File: config.mk
export PLATFORM = sky130hd
export DESIGN_NAME = cordic_arbiter
export DESIGN_NICKNAME = d
export VERILOG_FILES = /design/src/rtl/cordic_arbiter.sv
export SDC_FILE = /design/constraint.sdc
export NUM_CORES = 1
export LEC_CHECK = 0
export CAP_MARGIN = 10
export CORE_AREA = 2 2 39 41
export DETAILED_ROUTE_END_ITERATION = 10
export DIE_AREA = 0 0 41 43
export GPL_TIMING_DRIVEN = 0
export PLACE_DENSITY_LB_ADDON = 0.08
export SLEW_MARGIN = 30
export SYNTH_ARGS = -nofsm -noshare
export SYNTH_HDL_FRONTEND = slang
export SYNTH_SLANG_ARGS = --single-unit
File: constraint.sdc
create_clock -name clka -period 1.25 [get_ports clka]
set_clock_uncertainty 0.1 [all_clocks]
set_input_delay 0.1875 -clock clka [delete_from_list [all_inputs] [get_ports clka]]
set_output_delay 0.1875 -clock clka [all_outputs]
set_load 0.05 [all_outputs]
File: src/rtl/cordic_arbiter.sv
// Two-requester round-robin arbiter that issues jobs to a single CORDIC core.
// Define CORDIC_ARB_TIMEOUT_EN to abort a job after TIMEOUT_CYCLES WAIT cycles.
module cordic_arbiter #(
    parameter int TIMEOUT_CYCLES = 16
) (
    input  logic       clka,
    input  logic       reset,
    input  logic [1:0] req_valid,
    input  logic [1:0] req_mode,
    output logic [1:0] req_ready,
    output logic       core_start,
    output logic       core_mode,
    input  logic       core_done,
    output logic [1:0] rsp_valid,
    input  logic [1:0] rsp_ready,
    output logic       rsp_err,
    output logic       busy
);

    localparam logic [1:0] IDLE  = 2'd0;
    localparam logic [1:0] ISSUE = 2'd1;
    localparam logic [1:0] WAIT  = 2'd2;
    localparam logic [1:0] RESP  = 2'd3;

    logic [1:0] state;
    logic       rr;
    logic       id;
    logic       mode_q;
    logic       sel;
    logic       accept;
    logic       wait_expired;

    // With both requesters valid the pointer decides; otherwise the lone valid one wins.
    assign sel    = (req_valid == 2'b11) ? rr : req_valid[1];
    assign accept = (state == IDLE) && (|req_valid) && !reset;

    always_comb begin
        req_ready = 2'b00;
        if (accept) begin
            req_ready[sel] = 1'b1;
        end
    end

`ifdef CORDIC_ARB_TIMEOUT_EN
    localparam int CW = $clog2(TIMEOUT_CYCLES + 1);
    localparam logic [CW-1:0] LIMIT = CW'(TIMEOUT_CYCLES - 1);

    logic [CW-1:0] wait_cnt;
    logic          err_q;

    assign wait_expired = (wait_cnt == LIMIT) && !core_done;

    // Counter clears while in ISSUE so it starts at zero on the first WAIT cycle.
    always_ff @(posedge clka) begin
        if (reset) begin
            wait_cnt <= '0;
            err_q    <= 1'b0;
        end else if (state == ISSUE) begin
            wait_cnt <= '0;
        end else if (state == WAIT) begin
            if (core_done) begin
                err_q <= 1'b0;
            end else if (wait_cnt == LIMIT) begin
                err_q <= 1'b1;
            end else begin
                wait_cnt <= wait_cnt + 1'b1;
            end
        end
    end

    assign rsp_err = (state == RESP) && err_q;
`else
    logic [31:0] unused_timeout;

    assign unused_timeout = 32'(TIMEOUT_CYCLES);
    assign wait_expired   = 1'b0;
    assign rsp_err        = 1'b0;
`endif

    always_ff @(posedge clka) begin
        if (reset) begin
            state  <= IDLE;
            rr     <= 1'b0;
            id     <= 1'b0;
            mode_q <= 1'b0;
        end else begin
            case (state)
                IDLE: begin
                    if (accept) begin
                        id     <= sel;
                        mode_q <= req_mode[sel];
                        state  <= ISSUE;
                    end
                end
                ISSUE: state <= WAIT;
                WAIT: begin
                    if (core_done || wait_expired) begin
                        state <= RESP;
                    end
                end
                RESP: begin
                    if (rsp_ready[id]) begin
                        rr    <= ~id;
                        state <= IDLE;
                    end
                end
                default: state <= IDLE;
            endcase
        end
    end

    assign core_start = (state == ISSUE);
    assign core_mode  = (state != IDLE) && mode_q;
    assign busy       = (state != IDLE);
    assign rsp_valid  = (state != RESP) ? 2'b00 : (id ? 2'b10 : 2'b01);

endmodule

# Word-level counts from Yosys, hierarchy flattened
# Cells that the tools add are included.
# totals
regBits,5
latchBits,0
ramBits,0
mem_bits_ro,0
inputBits,9
output_inout_bits,8
word_cells,41
mem_count,0
# classes
add_sub_neg,0
mul,0
div_mod_pow,0
n_lt_le_gt_ge,3
eq_ne,8
n_shift,0
muxes,14
n_bitwise,1
n_reduce_logical,11
# op_table
cell,n
2-bit 2-to-1 mux,6
2-bit inequality test (second input constant),4
2-bit one-hot mux with 4 select lines,1
2-bit equality test (second input constant),3
1-bit 2-to-1 mux,6
1-bit logical AND,4
1-bit by 2-bit < comparator with 1-bit output (second input constant),2
2-bit AND reduction,2
3-bit AND reduction,1
2-bit by 1-bit equality test with 1-bit output (second input constant),1
2-bit logical NOT,1
2-bit nonzero test,1
2-bit OR reduction,1
1-bit demux with 1-bit select,1
1-bit greater-or-equal comparator (second input constant),1
1-bit logical NOT,1
1-bit NOT,1

# Logic depth before layout (Yosys ltp)
# depth
word_depth,7
ltp_mapped,5
mapped_depth_nobuf,5

# Worst setup path after synthesis
# Ideal clock, no wire load.
# synth_timing
path_type,register -> output
startpoint,register state[0]
endpoint,output req_ready[0]
arrival_time_ps,2784
required_ps,962
setup_slack_ps,-1822
path_stages_with_launch,5
path_buffers,0
cell_sequence,dfxtp_1 inv_1 ha_1 inv_1 a2111oi_1
# synth_via
elab_chain_cells,4
# synth_lines
item,line_no,source
from (decl),25,logic [1:0] state;
from (signal assigned),82,state <= IDLE;
from (signal assigned),92,state <= ISSUE;
from (signal assigned),95,ISSUE: state <= WAIT;
2-bit logical NOT,35,assign accept = (state == IDLE) && (|req_valid) && !reset;
1-bit logical AND (2 in a row),35,
2-bit 2-to-1 mux,39,if (accept) begin
to (decl),10,"output logic [1:0] req_ready,"
# Every way passes these cells.

# Worst setup path after layout
# Ends and elaborated chain as after synthesis.

==> metrics <==
outcome=finished with violations; failing checks=setup timing; DR vias=397; fin crit share=131%; P_sw=a little over 0.8 mW; area delta synth->final=95.7%; Placed Area=596 um2; Post-Route WL=between 900 and 1000 um; Crit-path slowest cell=dfxtp_4; layout cell share with drive strength beyond 1=58.3%; Die Area=between 1500 and 2000 um2; synth warn=0; Clock Pin Slew Worst Setup and Hold Paths=0.04 ns; Flop pwr share=17.6%; design area=739 um2; Int Pwr=0.931 mW; Syn Area/Cell=8.59 um2; Synth cell types=26; Yosys top cell by area=dfxtp_1; largest net degree at the start of global routing=9; CP Cell Sequence=inv_4 -> ha_4 -> clkinvlp_4 -> a2111oi_4 -> buf_6; htree depth=1; Slew Viols, Final=0; die width=approximately 41 um; later-pin clock latency in the skew report=0.23 ns; Synth area leaders=dfxtp_1 26%, ha_1 13%, a21oi_1 5.3%; root buf cell=clkbuf_4; core area=~1400 um2; clk sinks=5; Post-DP HPWL=627 um; Initial DRC Count=2; PnR worst setup slack=-0.386 ns; number of diodes=0; Reg area=106 um2; register bit count reported by yosys=5; Initial Util=27.3%; Tmin final=1.64 ns; dpl ws=-1.06 ns; sw frac=46.4%; GPL Wtd Cong=0.680; CP arrival=1.35 ns; P per Cell Area=2350 nW/um2; Critical path buffers and inverters=3; RSZ-0062 raised after global routing=yes; Via-to-Cell Ratio=4.51; vias in the first global route=384; initial antenna violation count=0; drt wl/cell=~11 um; total gr overflow=0; worst min path class=input port to flop; CP max FO=4; DRT Pass-1 Iters=2; Max-Cap Viols=0; Gate Count Post-Synth=44; Comb power frac=71.9%; Leakage=0.305 nW; Die Ht=about 43 um; crit path capture type=output pin; post-layout net count=86; Setup CP Type=flop to output pin; worst vdd ir=around 1.2 mV; CTS tree=built; sequential-to-total area share from yosys stat=26.5%; clock power share=10.5%; input/output buffers=15; global-route wire length before repair=between 1500 and 2000 um; Total GRT Usage=between 10% and 20%; delay of the slowest critical-path stage=0.34 ns; Synth top area share=26.5%; cell area after synthesis=between 300 and 400 um2; Ports=17; number of remaining DRC errors=0; # fillers=139; crit-path leading delay family=buffers and inverters; Mapped Nets=57; final hold vios=0; Max Freq=0.611 GHz; total CTS buffers=3; Longest Clk Path Bufs=2; Rows=14; Worst EP required=0.96 ns; multi-input logic area=328 um2; Antenna Violating Nets Remaining=0; setup violators final=11; Worst setup SP type=flop
==> repair_timing <==
action | CTS | global route
pin swaps | 5 | 3
hold buffers | 0 | 0
resized for setup | 62 | 4
setup endpoints to repair | 10 | 12
setup buffers | 6 | 4
==> per-stage QoR <==
| stage | hold WS (ns) | total power [mW] | setup TNS (ns) | instances | utilization [%] |
|---|---|---|---|---|---|
| after global routing | 0.408 | 1.84 | -2.72 | 88 | 53.4 |
| after detailed placement | 0.414 | 1.24 | -5.92 | 75 | 43.0 |
| after CTS | 0.355 | 1.70 | -2.16 | 85 | 51.3 |
| final | 0.370 | 1.74 | -2.16 | 88 | 53.4 |
| after floorplan | 0.146 | 1.00 | -1.47 | 44 | - |
| after global placement | 0.400 | 1.23 | -6.00 | 75 | 43.0 |
==> path summary, 6_finish.rpt <==
kind	cells past startpoint	end	slack (ns)	startpoint
setup / recovery	5	req_ready[0]	-0.39	state[0]
setup reg to reg	7	state[0]	-0.17	state[1]
hold / removal	4	id	0.37	req_valid[0]
hold reg to reg	2	mode_q	0.41	mode_q
==> synthesized netlist by cell type <==
| cell | count |
|---|---|
| and2b_2 | 1 |
| dfxtp_1 | 5 |
| buf_4 | 1 |
| nand4_1 | 1 |
| or2_2 | 1 |
| nor2b_1 | 1 |
| a31o_1 | 1 |
| inv_2 | 1 |
| a2bb2oi_1 | 1 |
| nand2_1 | 2 |
| a311oi_1 | 1 |
| conb_1 | 1 |
| a2111oi_1 | 1 |
| inv_1 | 3 |
| and2_2 | 1 |
| or2b_1 | 1 |
| mux2i_1 | 2 |
| ha_1 | 4 |
| nor3_1 | 1 |
| a221oi_2 | 1 |
| nor2_1 | 5 |
| nand2_2 | 1 |
| o21ai_4 | 1 |
| o21ai_2 | 1 |
| nand3_1 | 1 |
| a21oi_1 | 4 |
==> placed cells by master (no fill, tap or decap), types with 2 or more instances in the layout <==
cell and count:
clkbuf_4 3, ha_4 2, buf_6 7, dlygate4sd2_1 3, dfxtp_2 2, buf_4 8, dfxtp_1 2, a21oi_2 2
inv_4 2, nand2_1 2, mux2i_1 2, clkdlybuf4s50_1 5, a21oi_1 2, nor2_1 5
==> tightest hold or removal path: cells and delay by family <==
kind,cells,cell delay [ns]
AOI/OAI and AO/OA,1,0.06
buffers and inverters,1,0.28
and+or+nand+nor,2,0.15
==> metal layers <==
metal	vias to the layer above	track usage (%)	wire (um)
met5	-	0	0
met4	0	10.0	13
met3	2	3.14	50
met2	11	20.0	479
met1	171	15.8	395
li1	213	-	-
==> power groups by stage <==
stage / Combinational (mW) / Clock, mW / Sequential, mW
after floorplan: 0.721 / 0 / 0.281
after global placement: 0.935 / 0 / 0.293
after detailed placement: 0.942 / 0 / 0.296
after CTS: 1.21 / 0.194 / 0.298
after global routing: 1.32 / 0.207 / 0.317
final: 1.25 / 0.182 / 0.306
==> state kept, by name, summed over array words and instances, names as in the netlist <==
signal  flops
id          1
state       2
rr          1
mode_q      1
==> cells by family after synthesis <==
kind of cell | share of synthesized area [%]
AND/OR/NAND/NOR | 22.5
AO/OA/AOI/OAI | 25.5
buffers and inverters | 5.96
flip-flops | 26.5
adder cells (fa/ha/maj) | 13.2
multiplexers | 5.30
other | 0.992
==> layout make-up <==
cell class	count	share of cell area, %
sequential	5	14.4
buffer	1	1.02
inverter	4	3.21
tap	16	2.71
clock buffer	4	3.55
multi-input combinational	34	44.3
timing repair buffer	24	30.8
(Power assumes the default switching activity.)
